`src/rtl/mul_seq.sv`:
```
// Shift-and-add 16x16 multiplier (low 16 bits of the product) that borrows the
// shared ALU adder only in cycles where the execute stage grants it.
module mul_seq (
    input  logic        clk,
    input  logic        rst,
    input  logic        start,
    input  logic [15:0] opA,
    input  logic [15:0] opB,
    output logic        busy,
    output logic        done,
    output logic [15:0] product,
    output logic        aluReq,
    input  logic        aluGrant,
    output logic [15:0] aluSrc1,
    output logic [15:0] aluSrc2,
    output logic [2:0]  aluOp,
    input  logic [15:0] aluResult
);

    localparam logic [2:0] ALU_OP_ADD = 3'b110;

    typedef enum logic [1:0] {
        IDLE = 2'd0,
        RUN  = 2'd1,
        DONE = 2'd2
    } stateT;

    stateT       stateReg;
    logic [15:0] mcandReg;
    logic [15:0] mplierReg;
    logic [15:0] accReg;
    logic        busyReg;
    logic        doneReg;

    always_ff @(posedge clk) begin
        if (rst) begin
            stateReg  <= IDLE;
            mcandReg  <= 16'd0;
            mplierReg <= 16'd0;
            accReg    <= 16'd0;
            busyReg   <= 1'b0;
            doneReg   <= 1'b0;
        end else begin
            case (stateReg)
                IDLE: begin
                    if (start) begin
                        mcandReg  <= opA;
                        mplierReg <= opB;
                        accReg    <= 16'd0;
                        busyReg   <= 1'b1;
                        stateReg  <= RUN;
                    end
                end
                RUN: begin
                    if (mplierReg == 16'd0) begin
                        busyReg  <= 1'b0;
                        doneReg  <= 1'b1;
                        stateReg <= DONE;
                    end else if (mplierReg[0]) begin
                        // Accumulate needs the adder; without a grant everything freezes.
                        if (aluGrant) begin
                            accReg    <= aluResult;
                            mcandReg  <= {mcandReg[14:0], 1'b0};
                            mplierReg <= {1'b0, mplierReg[15:1]};
                        end
                    end else begin
                        mcandReg  <= {mcandReg[14:0], 1'b0};
                        mplierReg <= {1'b0, mplierReg[15:1]};
                    end
                end
                DONE: begin
                    doneReg  <= 1'b0;
                    stateReg <= IDLE;
                end
                default: begin
                    busyReg  <= 1'b0;
                    doneReg  <= 1'b0;
                    stateReg <= IDLE;
                end
            endcase
        end
    end

    // Request depends on registered state only, so it never loops through the arbiter.
    assign aluReq  = (stateReg == RUN) & (mplierReg != 16'd0) & mplierReg[0];
    assign aluSrc1 = mcandReg;
    assign aluSrc2 = accReg;
    assign aluOp   = ALU_OP_ADD;
    assign product = accReg;
    assign busy    = busyReg;
    assign done    = doneReg;

endmodule
```
`config.mk`:
```
export PLATFORM = sky130hd
export DESIGN_NAME = mul_seq
export DESIGN_NICKNAME = d
export VERILOG_FILES = /design/src/rtl/mul_seq.sv
export SDC_FILE = /design/constraint.sdc
export NUM_CORES = 1
export LEC_CHECK = 0
export ABC_AREA = 1
export CAP_MARGIN = 10
export CORE_MARGIN = 2
export CORE_UTILIZATION = 49
export CTS_CLUSTER_DIAMETER = 30
export DETAILED_ROUTE_END_ITERATION = 8
export GPL_ROUTABILITY_DRIVEN = 0
export HOLD_SLACK_MARGIN = 0.06
export PLACE_DENSITY_LB_ADDON = 0.3
export SLEW_MARGIN = 40
export SYNTH_ARGS = -nofsm -noshare
export SYNTH_HDL_FRONTEND = slang
export SYNTH_SLANG_ARGS = --single-unit
```
`constraint.sdc`:
```
create_clock -name clk -period 3.1 [get_ports clk]
set_clock_uncertainty 0.1 [all_clocks]
set_input_delay 0.465 -clock clk [delete_from_list [all_inputs] [get_ports clk]]
set_output_delay 0.465 -clock clk [all_outputs]
set_load 0.03 [all_outputs]
```
# After elaboration in Yosys (flattened, before gate mapping)
# Cells that the tools add are included.
[totals]
elab_cells = 52
out_inout_bits = 54
reg_bits = 52
inputBits = 52
[classes]
bitwise_logic = 4
n_eq_ne = 8
muxes = 23
reduce_logical = 10
[op_table]
columns = ["cell", "count"]
rows = [
  ["two-way mux 16 bit", 12],
  ["one-hot mux 16 bit (2 select lines)", 3],
  ["zero test 16 bit", 1],
  ["nonzero test 16 bit", 1],
  ["!= test 2 bit (second input constant)", 5],
  ["AND reduction 3 bit", 2],
  ["AND reduction 5 bit", 1],
  ["two-way mux 2 bit", 2],
  ["one-hot mux 2 bit (2 select lines)", 1],
  ["AND reduction 2 bit", 2],
  ["AND reduction 4 bit", 1],
  ["two-way mux 1 bit", 3],
  ["!= test 3 bit (second input constant)", 1],
  ["one-hot mux 1 bit (3 select lines)", 1],
  ["AND 1 bit", 2],
  ["== test 2 x 1 -> 1 bit (second input constant)", 1],
  ["== test 2 bit (second input constant)", 1],
  ["zero test 2 bit", 1],
  ["NOT 1 bit", 2],
  ["one-hot mux 1 bit (2 select lines)", 1],
  ["nonzero test 2 bit", 1],
]

# Depth between registers and ports, before layout
[logic_depth]
ltp_word = 4
mapped_depth = 10
depth_no_buf = 8

# Worst setup path after synthesis
# Ideal clock, no wire load.
[synth_timing]
path_kind = "register to output"
from = "register stateReg[1]"
to = "output port aluReq"
path_buffers = 1
required_ns = 2.535
t_arrival_ns = 1.388
setup_slack_ns = 1.147
path_stages_with_launch = 7
path_cell_list = "dfxtp_1 -> inv_2 -> nand2_4 -> inv_2 -> clkbuf_1 -> nand2_1 -> nor2_1"
[synth_via]
elab_chain_len = 3
[synth_rtl]
columns = ["element", "line_no", "source"]
rows = [
  ["start, declared", "28", "stateT stateReg;"],
  ["start signal, assigned", "37", "stateReg <= IDLE;"],
  ["start signal, assigned", "51", "stateReg <= RUN;"],
  ["start signal, assigned", "58", "stateReg <= DONE;"],
  ["== test 2 x 1 -> 1 bit", "85", "assign aluReq = (stateReg == RUN) & (mplierReg != 16'd0) & mplierReg[0];"],
  ["AND 1 bit (2 in series)", "85", ""],
  ["end, declared", "12", "output logic aluReq,"],
]
# No other way between the ends.

# Worst setup path in the final report
# Ends and elaborated chain as after synthesis.

==> run metrics <==
area of the multi-input gates 1330 sq um; core area 5850 sq um; largest net degree at the start of global routing 53; Largest stage delay, worst path 0.69 ns; worst hold stages 2; most frequent cells in the layout nand2_1, clkdlybuf4s50_1, nor2_1; GRT Total Usage 21.0%; Syn Inst Count 483; Routed Antenna Nets 0; Seq pwr share 41.8%; kind of critical path reg2out; Warnings, synthesis 0; gr ovfl total 0; most common cell after layout, fill and taps aside nand2_1; cells along the critical path inv_2 -> nand2_4 -> inv_2 -> nand2_1 -> nor2_1 -> clkdlybuf4s50_1; Detail Placement HPWL 4.73 mm; die area 6640 sq um; total power 0.00188 W; Root Driver clkbuf_8; Pwr per Cell Area 477 nW/um^2; fin util 67.3%; fin crit share 88.4%; outcome finished, final reports clean; worst hold endpoint done$_SDFFE_PP0P_; Worst Path Required 2.53 ns; R2R depth 9; number of clock sinks 52; CP Capture Type output pin; crit-path max FO 17; Die Height 81.5 um; TritonCTS clock tree yes; Combinational Power Share 36.4%; Die X 81.5 um; cell area after layout 3940 sq um; maxcap violations 0; Critical Path Source Type register; RSZ-0062 raised after global routing false; crit path max-delay cell type clkdlybuf4s50_1; LEAKAGE 1.96 nW; FP Rows 28; flop and latch count out of synthesis 52; Final Max Tran Viols 0; switching share of power 36.6%; Syn Area/Cell 6.10 sq um; number of gates resized after cts 0; Worst-Skew Late Latency 0.32 ns; DRC 0; ys flop type dfxtp_1; post-route setup TNS 0 ns; Slew Limit Headroom 49.0%; first-pass GRT wire length 11.0 mm; final wirelength 6.76 mm; share of total power in the clock network 21.7%; Yosys cell types 23; share of post-route cells with drive strength above 1 4.13%; # IOs 106; final count of hold timing violations 0; reg2reg end aluSrc1[8]$_SDFFE_PP0P_; Via Count 2939; Initial Utilization 50.3%; H-tree depth 2; Period minus WS final 2.74 ns; nets 608; worst vdd ir 0.245 mV; worst hold start done$_SDFFE_PP0P_; Max Freq 365 MHz; DR iter-0 viols 154; Synth Cell Area 2940 sq um; Worst-Margin Slew 0.762 ns; DR WL/cell 10.7 um; placed instance area 3850 sq um; diodes inserted 0; Data arrival, critical path 2.18 ns; CTS max path bufs 2; CTS Hold Bufs 0; Area growth syn-to-layout 33.7%; worst r2r src stateReg[1]$_SDFFE_PP0P_; register area 1040 sq um; port bufs 102; worst reg2reg setup slack 0.59 ns; First-pass DRT Iterations 4; antenna violations before repair 0; Buffers & Inverters on Critical Path 3; clk slew on worst S/H paths 0.10 ns; setup bufs post-CTS 0; count of final setup violators 0; ys async rst share 0%; Inserted Clock Buffers 5; number of synthesized flops with an enable pin 0; internal power 0.00119 W; Via density 4.65; NetSw 0.000688 W; sequential fraction of the synthesis area 35.4%; Critical Path Most Common Cell inv_2; vias in the first global route 2626; total of fill cells in the finished design 530; hold crit path type reg2reg; critical path's top delay family buffers and inverters
-- worst reg2reg max path, stage by stage, from the launching register on --
cell and delay (ns):
dfxtp_1 0.37, inv_2 0.16, nand2_4 0.10, buf_4 0.40
nor3_2 0.11, nor2_4 0.33, nand3_2 0.28, buf_4 0.34
nor2_1 0.16, nor2_1 0.06
-- worst max-delay path by stage --
stage                               end                      from  depth (start not counted)  slack (ns)
2_1_floorplan                    aluReq  stateReg[1]$_SDFFE_PP0P_                          6        1.15
3_3_place_gp    aluSrc1[9]$_SDFFE_PP0P_  stateReg[1]$_SDFFE_PP0P_                          9        0.65
3_5_place_dp   aluSrc2[14]$_SDFFE_PP0P_                  aluGrant                          7        0.60
4_1_cts                          aluReq  stateReg[1]$_SDFFE_PP0P_                          6        0.37
5_1_grt                          aluReq  stateReg[1]$_SDFFE_PP0P_                          6        0.26
6_report                         aluReq  stateReg[1]$_SDFFE_PP0P_                          6        0.36
-- power by group through the flow --
stage               Combinational [W]  Clock [W]  Sequential [W]
finish                       0.000683   0.000408        0.000785
detailed placement           0.000685          0        0.000800
floorplan                    0.000379          0        0.000886
CTS                          0.000688   0.000413        0.000785
global route                 0.000760   0.000438        0.000794
global placement             0.000673          0        0.000797
-- flip-flops by register name, indices dropped and copies added, names as in the netlist --
signal / count
aluSrc2: 16
busy: 1
stateReg: 2
done: 1
aluSrc1: 16
mplierReg: 16
-- stage by stage --
step / worst slack (ns) / hold WS [ns] / instances
2_1_floorplan: 1.15 / 0.343 / 484
3_3_place_gp: 0.653 / 0.362 / 624
3_5_place_dp: 0.605 / 0.359 / 624
4_1_cts: 0.369 / 0.377 / 632
5_1_grt: 0.260 / 0.413 / 632
6_report: 0.359 / 0.378 / 632
-- metal layers --
layer	vias to the layer above	routed length (um)	track usage, %
met5	-	0	0
met4	0	97	6.27
met3	8	552	5.16
met2	95	3090	36.9
met1	1275	3020	25.3
li1	1561	-	-
-- Yosys cell counts (all sizes together), types with 3 or more instances --
| master | count | share of area [%] |
|---|---|---|
| nand2 | 147 | 19 |
| nor2 | 90 | 12 |
| inv | 82 | 10 |
| dfxtp | 52 | 35 |
| buf | 35 | 8.0 |
| nand4 | 24 | 5.1 |
| o21ai | 17 | 2.9 |
| a21boi | 14 | 3.6 |
| clkbuf | 9 | 1.1 |
| a21oi | 5 | 0.85 |
| nand3 | 3 | 0.85 |
-- kinds of logic after synthesis --
group           count (synthesis)  synth area share (%)
other cells                     2                 0.255
flops                          52                  35.4
compound gates                 36                  7.31
simple gates                  267                  37.5
buf+inv                       126                  19.6
-- cell type report --
| type | instances | area share (%) |
|---|---|---|
| Clock buffer | 5 | 1.75 |
| Clock inverter | 3 | 0.572 |
| Inverter | 82 | 7.82 |
| Multi-Input combinational cell | 306 | 33.8 |
| Sequential cell | 52 | 26.4 |
| Tap cell | 75 | 2.38 |
| Timing Repair Buffer | 109 | 27.3 |
Power figures use the tool's default switching activity.
